### src/rtl/cfg_chain_loader_pkg.sv
// Shared types and size helpers for the configuration chain loader.
// State set grows a CSUM state when CFG_CHAIN_LOADER_CSUM_EN is defined.
package cfg_chain_loader_pkg;

`ifdef CFG_CHAIN_LOADER_CSUM_EN
    typedef enum logic [2:0] {StIdle, StFetch, StShift, StCsum, StCommit} state_e;
`else
    typedef enum logic [1:0] {StIdle, StFetch, StShift, StCommit} state_e;
`endif

    function automatic int unsigned calc_num_words(input int unsigned word_w,
                                                   input int unsigned chain_len);
        return (chain_len + word_w - 1) / word_w;
    endfunction

    function automatic int unsigned calc_last_bits(input int unsigned word_w,
                                                   input int unsigned chain_len);
        return chain_len - (calc_num_words(word_w, chain_len) - 1) * word_w;
    endfunction

endpackage

### src/rtl/cfg_word_serializer.sv
// Holds one configuration word and walks it out LSB-first, flagging the
// final bit for the caller-supplied bit limit.
module cfg_word_serializer
    import cfg_chain_loader_pkg::*;
#(
    parameter int unsigned WORD_W = 32
) (
    input  logic                         clk,
    input  logic                         rst,
    input  logic                         load,
    input  logic [WORD_W-1:0]            data,
    input  logic                         advance,
    input  logic [$clog2(WORD_W+1)-1:0]  bit_limit,
    output logic                         shift_bit,
    output logic                         last_bit
);

    localparam int unsigned IdxW = (WORD_W > 1) ? $clog2(WORD_W) : 1;
    localparam int unsigned LimW = $clog2(WORD_W + 1);

    logic [WORD_W-1:0] word_q, word_d;
    logic [IdxW-1:0]   idx_q, idx_d;

    always_comb begin
        word_d = word_q;
        idx_d  = idx_q;
        if (load) begin
            word_d = data;
            idx_d  = '0;
        end else if (advance && !last_bit) begin
            // Hold at the limit so the index never wraps.
            idx_d = idx_q + IdxW'(1);
        end
    end

    always_ff @(posedge clk or negedge rst) begin
        if (!rst) begin
            word_q <= '0;
            idx_q  <= '0;
        end else begin
            word_q <= word_d;
            idx_q  <= idx_d;
        end
    end

    assign shift_bit = word_q[idx_q];
    assign last_bit  = (LimW'(idx_q) == (bit_limit - LimW'(1)));

endmodule

### src/rtl/cfg_chain_loader.sv
// Feeds the CLB switch-box configuration chain from a valid/ready word stream and
// pulses set_out once CHAIN_LEN bits are in. CFG_CHAIN_LOADER_CSUM_EN adds an XOR checksum word.
module cfg_chain_loader
    import cfg_chain_loader_pkg::*;
#(
    parameter int unsigned WORD_W    = 32,
    parameter int unsigned CHAIN_LEN = 72
) (
    input  logic              clk,
    input  logic              rst,
    input  logic              start,
    input  logic              abort,
    input  logic              s_valid,
    output logic              s_ready,
    input  logic [WORD_W-1:0] s_data,
    output logic              cen,
    output logic              shift_in,
    output logic              set_out,
    output logic              busy,
    output logic              done,
    output logic              err
);

    localparam int unsigned NUM_WORDS = calc_num_words(WORD_W, CHAIN_LEN);
    localparam int unsigned LAST_BITS = calc_last_bits(WORD_W, CHAIN_LEN);
    localparam int unsigned WcW       = (NUM_WORDS > 1) ? $clog2(NUM_WORDS) : 1;
    localparam int unsigned LimW      = $clog2(WORD_W + 1);

    state_e           state_q, state_d;
    logic [WcW-1:0]   word_cnt_q, word_cnt_d;
    logic             ser_load, ser_advance, ser_bit, ser_last;
    logic             is_final;
    logic [LimW-1:0]  bit_limit;

`ifdef CFG_CHAIN_LOADER_CSUM_EN
    localparam logic [WORD_W-1:0] LastMask = {WORD_W{1'b1}} >> (WORD_W - LAST_BITS);
    logic [WORD_W-1:0] acc_q, acc_d;
    logic              err_q, err_d;
`endif

    assign is_final  = (word_cnt_q == WcW'(NUM_WORDS - 1));
    assign bit_limit = is_final ? LimW'(LAST_BITS) : LimW'(WORD_W);

    cfg_word_serializer #(
        .WORD_W (WORD_W)
    ) u_serializer (
        .clk       (clk),
        .rst       (rst),
        .load      (ser_load),
        .data      (s_data),
        .advance   (ser_advance),
        .bit_limit (bit_limit),
        .shift_bit (ser_bit),
        .last_bit  (ser_last)
    );

    always_comb begin
        state_d     = state_q;
        word_cnt_d  = word_cnt_q;
        ser_load    = 1'b0;
        ser_advance = 1'b0;
`ifdef CFG_CHAIN_LOADER_CSUM_EN
        acc_d       = acc_q;
        err_d       = 1'b0;
`endif
        // Abort beats everything, including a same-cycle start in idle.
        if (abort) begin
            state_d = StIdle;
        end else begin
            unique case (state_q)
                StIdle: begin
                    if (start) begin
                        state_d    = StFetch;
                        word_cnt_d = '0;
`ifdef CFG_CHAIN_LOADER_CSUM_EN
                        acc_d      = '0;
`endif
                    end
                end
                StFetch: begin
                    if (s_valid) begin
                        ser_load = 1'b1;
                        state_d  = StShift;
`ifdef CFG_CHAIN_LOADER_CSUM_EN
                        acc_d    = acc_q ^ (is_final ? (s_data & LastMask) : s_data);
`endif
                    end
                end
                StShift: begin
                    ser_advance = 1'b1;
                    if (ser_last) begin
                        if (is_final) begin
`ifdef CFG_CHAIN_LOADER_CSUM_EN
                            state_d = StCsum;
`else
                            state_d = StCommit;
`endif
                        end else begin
                            word_cnt_d = word_cnt_q + WcW'(1);
                            state_d    = StFetch;
                        end
                    end
                end
`ifdef CFG_CHAIN_LOADER_CSUM_EN
                StCsum: begin
                    if (s_valid) begin
                        if (s_data == acc_q) begin
                            state_d = StCommit;
                        end else begin
                            err_d   = 1'b1;
                            state_d = StIdle;
                        end
                    end
                end
`endif
                StCommit: state_d = StIdle;
                default:  state_d = StIdle;
            endcase
        end
    end

    always_ff @(posedge clk or negedge rst) begin
        if (!rst) begin
            state_q    <= StIdle;
            word_cnt_q <= '0;
        end else begin
            state_q    <= state_d;
            word_cnt_q <= word_cnt_d;
        end
    end

`ifdef CFG_CHAIN_LOADER_CSUM_EN
    always_ff @(posedge clk or negedge rst) begin
        if (!rst) begin
            acc_q <= '0;
            err_q <= 1'b0;
        end else begin
            acc_q <= acc_d;
            err_q <= err_d;
        end
    end

    assign err     = err_q;
    assign s_ready = (state_q == StFetch) || (state_q == StCsum);
`else
    assign err     = 1'b0;
    assign s_ready = (state_q == StFetch);
`endif

    assign cen      = (state_q == StShift);
    assign shift_in = cen & ser_bit;
    assign set_out  = (state_q == StCommit);
    assign done     = (state_q == StCommit);
    assign busy     = (state_q != StIdle);

endmodule

### config.mk
export PLATFORM = sky130hd
export DESIGN_NAME = cfg_chain_loader
export DESIGN_NICKNAME = d
export VERILOG_FILES = /design/src/rtl/cfg_chain_loader_pkg.sv /design/src/rtl/cfg_word_serializer.sv /design/src/rtl/cfg_chain_loader.sv
export SDC_FILE = /design/constraint.sdc
export NUM_CORES = 1
export LEC_CHECK = 0
export ABC_CLOCK_PERIOD_IN_PS = 2810
export BUFFER_PORTS_ARGS = -buffer_cell sky130_fd_sc_hd__clkbuf_2
export CAP_MARGIN = 30
export CORE_ASPECT_RATIO = 0.8
export CORE_UTILIZATION = 45
export CTS_BUF_LIST = sky130_fd_sc_hd__clkbuf_8
export DETAILED_ROUTE_END_ITERATION = 10
export HOLD_SLACK_MARGIN = 0.15
export PLACE_DENSITY = 0.67
export SYNTH_ARGS = -nofsm -noshare
export SYNTH_HDL_FRONTEND = slang
export SYNTH_HIERARCHICAL = 1
export SYNTH_SLANG_ARGS = --single-unit
### constraint.sdc
create_clock -name clk -period 2.81 [get_ports clk]
set_input_delay 0.1405 -clock clk [delete_from_list [all_inputs] [get_ports clk]]
set_output_delay 0.1405 -clock clk [all_outputs]
set_load 0.02 [all_outputs]
# --- Word-level counts from Yosys, hierarchy flattened ---
# Index checks and enable logic that the tools add are counted.
classes:
  n_reduce_logical: 8
  magnitude_cmp: 1
  eq_ne: 11
  n_mux: 20
  n_bitwise: 2
  addsub: 3
op_table:
  columns: ["cell", "n"]
  rows:
  - ["2-bit two-way mux", 8]
  - ["5-bit two-way mux", 2]
  - ["2-bit case mux with 4 select lines", 1]
  - ["2-bit == test, second input constant", 3]
  - ["5-bit by 6-bit == test with 1-bit output", 1]
  - ["5-bit by 6-bit < comparator with 1-bit output, second input constant", 1]
  - ["1-bit two-way mux", 6]
  - ["6-bit two-way mux", 1]
  - ["3-bit != test, second input constant", 2]
  - ["2-bit nonzero test", 3]
  - ["6-bit by 1-bit subtractor with 6-bit output, second input constant", 1]
  - ["5-bit by 1-bit adder with 5-bit output, second input constant", 1]
  - ["1-bit binary-select mux with 5-bit select", 1]
  - ["5-bit AND reduction", 1]
  - ["2-bit != test, second input constant", 2]
  - ["2-bit case mux with 2 select lines", 1]
  - ["3-bit by 2-bit != test with 1-bit output, second input constant", 1]
  - ["3-bit AND reduction", 1]
  - ["2-bit by 1-bit adder with 2-bit output, second input constant", 1]
  - ["2-bit by 1-bit == test with 1-bit output, second input constant", 1]
  - ["2-bit logical NOT", 1]
  - ["2-bit by 1-bit != test with 1-bit output, second input constant", 1]
  - ["1-bit bitwise AND", 1]
  - ["1-bit logical AND", 1]
  - ["other kinds (2)", 2]
word_totals:
  reg_bits: 41
  word_cells: 49
  out_inout_bits: 7
  in_bits: 37

# --- Longest topological paths before layout ---
logic_depth:
  ltp_word: 8
  ltp_mapped: 9
  depth_no_buf: 9

# --- By module ---
# Netlist, hierarchy kept.
modules_own_cells:
  columns: ["mod", "cells_per_inst", "n_inst", "area_each_um2"]
  rows:
  - ["cfg_word_serializer", 133, 1, 1884.3]
  - ["cfg_chain_loader", 37, 1, 315.3]

# --- Worst setup path after synthesis ---
# OpenSTA, ideal clock, no wires.
synth_path:
  path_type: "flip-flop to output port"
  start: "reg u_serializer.idx_q[0]"
  end: "out shift_in"
  path_slack_ps: 658
  path_stages_with_launch: 6
  arrival_time_ps: 2012
  required_ps: 2670
  path_cell_list: "dfrtp_1 > buf_4 > mux4_2 > mux4_2 > mux2_2 > and2_1"
synth_between:
  elab_chain_cells: 3
synth_lines:
  columns: ["item", "line", "text"]
  rows:
  - ["from (decl)", "cfg_word_serializer.sv:22", "logic [IdxW-1:0] idx_q, idx_d;"]
  - ["from (signal assigned)", "cfg_word_serializer.sv:42", "idx_q <= idx_d;"]
  - ["1-bit binary-select mux with 5-bit select", "cfg_word_serializer.sv:46", "assign shift_bit = word_q[idx_q];"]
  - ["1-bit two-way mux (not written as such)", "cfg_word_serializer.sv:46", null]
  - ["via ser_bit", "cfg_chain_loader.sv:31", "logic ser_load, ser_advance, ser_bit, ser_last;"]
  - ["1-bit bitwise AND", "cfg_chain_loader.sv:151", "assign shift_in = cen & ser_bit;"]
  - ["to (decl)", "cfg_chain_loader.sv:17", "output logic shift_in,"]
# The timed path passes the listed nets, and every way through them passes these cells. The select of a mux whose other input is x is not followed.

# --- Worst setup path in the final report ---
# Ends and elaborated chain as after synthesis.

==> flow_summary.ini <==
[outcome]
outcome = complete, no violations

[route]
postRouteAntennaNets = 0
dr_total_vias = 1564
remaining_drc_errors = 0
drt_iter0_drc = 79
wl_um = 4350
routed_wire_length_per_instance_um = 13.6
routed_via_density = 4.89
first_pass_iters = 4

[clock_network]
tritoncts = yes
clock_sink_count = 41
max-clock-path-buffers = 2
cts-buffers-inserted = 5
clock_insertion_delay_worst_skew_ns = 0.29
cts_root_buffer = sky130_fd_sc_hd__clkbuf_8
clock_tree.htree_level_count = 2
path_clk_slew_ns = 0.07

[die]
die_height_um = 64.5
pin_count = 44
effective_utilization_at_floorplan_pct = 47.3
core_um2 = 4650
floorplan.rows = 22
die-width_um = 80.2
fp.dieArea_um2 = 5170

[timing]
period_minus_slack_ns = 2.64
setup_viol = 0
finalMaxSlewViolations = 0
slew-limit-headroom_pct = 65.2
rsz0062_at_grt = no
finalCritPeriodShare_pct = 93.9
setup_total_negative_slack_ns = 0
clock.fmax_ghz = 0.379
max_slew.worst_pin.slew_ns = 0.523
maximum_clock_skew_at_final_layout_ns = 0.00439
hold_viol_final = 0

[worst_setup_path]
worst-path-stages = 5
timing.critical_path.to_type = primary output
crit_top_cell = sky130_fd_sc_hd__mux4_2
critPathArrivalTime_ns = 2.50
critical_path.max_stage_delay_ns = 0.58
worst-path-buf-inv = 1
worst-path-max-fanout = 13
start_kind = register
crit_path_cell_trace = mux4_2 > mux4_2 > mux2_2 > and2_1 > clkbuf_2
r2r_slack_ns = 0.52
worstSetupPathType = register to primary output
critical_path.reg2reg.endpoint = word_cnt_q[1]
crit_path_top_delay_cell = sky130_fd_sc_hd__dfrtp_2
r2r_cells = 9
rr_startpoint = word_cnt_q[0]
cp_top_family = multiplexers
critical_path_required_ns = 2.67

[place]
place.detailed.hpwl_um = 2780
number_of_cells_after_detailed_placement = 277
placed_inst_area_um2 = 2520
globalplace.congestion = 0.725
port_buffers = 42

[synth]
synth.ff_latch_count = 41
mapped_avg_cell_area_um2 = 12.9
netlist-cell-type-count = 38
synth_top_area_cells = sky130_fd_sc_hd__dfrtp_1, sky130_fd_sc_hd__mux2_2, sky130_fd_sc_hd__mux4_2
post_synth_instance_area_um2 = 2200
synthTopCellsByCount = sky130_fd_sc_hd__dfrtp_1, sky130_fd_sc_hd__mux2_2, sky130_fd_sc_hd__mux4_2
post-synth-top-area-fraction_pct = 46.6
synth-seq-area-share_pct = 46.6
synthDominantAreaCellType = sky130_fd_sc_hd__dfrtp_1
synth_warnings = 6
synth-async-reset-ratio_pct = 100
instance_count_of_the_mapped_netlist = 170
yosysMostFrequentCell = sky130_fd_sc_hd__dfrtp_1
synthFlopType = sky130_fd_sc_hd__dfrtp_1
synth_enable_flop_cells = 0

[pwr]
vdd_drop_max_mv = 0.401
p_per_area_nw_per_um2 = 635
total_leakage_power_uw = 0.00133

[cells_and_area]
fillerInstances = 361
register_area_um2 = 1030
multiInputGateArea_um2 = 1150
antenna_cells = 0
postLayoutCellArea_um2 = 2980
fin_nets = 299
final_layout_size_suffix_gt1_share_pct = 38.5
finalNonFillerCells = 320
flow.area_growth_from_synthesis_pct = 35.6

[flow_run]
cap_viol_max_count = 0

[hold_path]
hold_path_class = input port to register
worst_hold_startpoint = start
hold_path_depth = 4
hold_path_end = word_cnt_q[0]

[grt]
grt_usage_pct = 19.2
global_route_wire_length_before_repair_um = 7490
grt_antenna_before_repair = 0
number_of_global_route_vias_before_repair = 1632
global_route.overflow_total = 0
maximum_number_of_pins_on_one_net_before_global_route_repair = 43
==> cell type report <==
class | instances | share of cell area, %
clock buffers | 5 | 2.31
clock inverters | 3 | 1.43
inverters | 6 | 0.755
multi-input cells | 126 | 38.6
flip-flops and latches | 41 | 34.5
well taps | 60 | 2.52
repair buffers | 79 | 20.0
==> logic make-up (layout without fill, tap and decap cells) <==
family          count (synthesis)  in the layout  share of synthesized area, %
compound gates                 14             14                          5.06
xor+xnor                        5              5                          1.99
fa+ha+maj                       3              3                          1.71
buf+inv                        17             93                          3.47
flops                          41             41                          46.6
mux                            49             49                          30.1
other cells                     1             15                         0.170
simple gates                   40             40                          10.9
==> stage by stage <==
step                      utilization (%)  hold slack, ns  power (µW)  worst slack [ns]
after CTS                            64.1           0.202        1910             0.148
after global routing                 64.1           0.224        2000            0.0580
after floorplan                         -          -0.155        1270             0.658
after detailed placement             54.1           0.132        1400             0.264
after global placement               53.6           0.366        1380             0.336
final                                64.1           0.208        1890             0.172
==> routing by layer <==
metal | vias to the layer above | global-route usage [%] | wire, µm
met1 | 749 | 24.4 | 1980
met4 | 0 | 5.80 | 55
met3 | 8 | 3.94 | 112
li1 | 779 | - | -
met5 | - | 0 | 0
met2 | 28 | 33.0 | 2200
==> cells in the final DEF, fill, tap and decap left out, types with 6 or more instances in the layout <==
| master | n |
|---|---|
| sky130_fd_sc_hd__clkbuf_2 | 42 |
| sky130_fd_sc_hd__conb_1 | 15 |
| sky130_fd_sc_hd__dfrtp_1 | 40 |
| sky130_fd_sc_hd__dlygate4sd3_1 | 35 |
| sky130_fd_sc_hd__inv_1 | 6 |
| sky130_fd_sc_hd__mux2_2 | 33 |
| sky130_fd_sc_hd__mux4_2 | 10 |
| sky130_fd_sc_hd__nor2_1 | 8 |
| sky130_fd_sc_hd__nor2b_1 | 6 |
==> flip-flops by register name (all words and copies together) (netlist names) <==
signal,count
u_serializer/word_q,32
word_cnt_q,2
state_q,2
u_serializer/idx_q,5
==> worst max-delay path by stage <==
stage,start,to,slack [ns]
after CTS,u_serializer/idx_q[0],shift_in,0.15
final,u_serializer/idx_q[0],shift_in,0.17
after global placement,u_serializer/idx_q[0],shift_in,0.34
after floorplan,u_serializer/idx_q[0],shift_in,0.66
after global routing,u_serializer/idx_q[0],shift_in,0.06
after detailed placement,u_serializer/idx_q[0],shift_in,0.26
==> worst register-to-register path, stage by stage (launching register included) <==
cell	delay (ns)
sky130_fd_sc_hd__dfrtp_1	0.37
sky130_fd_sc_hd__inv_1	0.07
sky130_fd_sc_hd__ha_1	0.27
sky130_fd_sc_hd__nor2_1	0.20
sky130_fd_sc_hd__nand3_1	0.15
sky130_fd_sc_hd__a2111oi_4	0.46
sky130_fd_sc_hd__and2_1	0.23
sky130_fd_sc_hd__nand2b_1	0.12
sky130_fd_sc_hd__nor3_2	0.16
sky130_fd_sc_hd__mux2i_1	0.19
==> power breakdown <==
part | total (µW) | internal, µW | switching (µW)
clock | 465 | 263 | 202
sequential | 898 | 748 | 149
combinational | 531 | 370 | 161
total | 1890 | 1380 | 512
==> timing repair <==
| action | 4_1_cts | 5_1_grt |
|---|---|---|
| buffers inserted | 0 | 0 |
| hold buffers | 35 | 0 |
| hold endpoints to repair | 51 | 0 |
| gates resized for setup | 1 | 0 |
| setup endpoints to repair | 1 | 0 |
(Power assumes the default switching activity.)
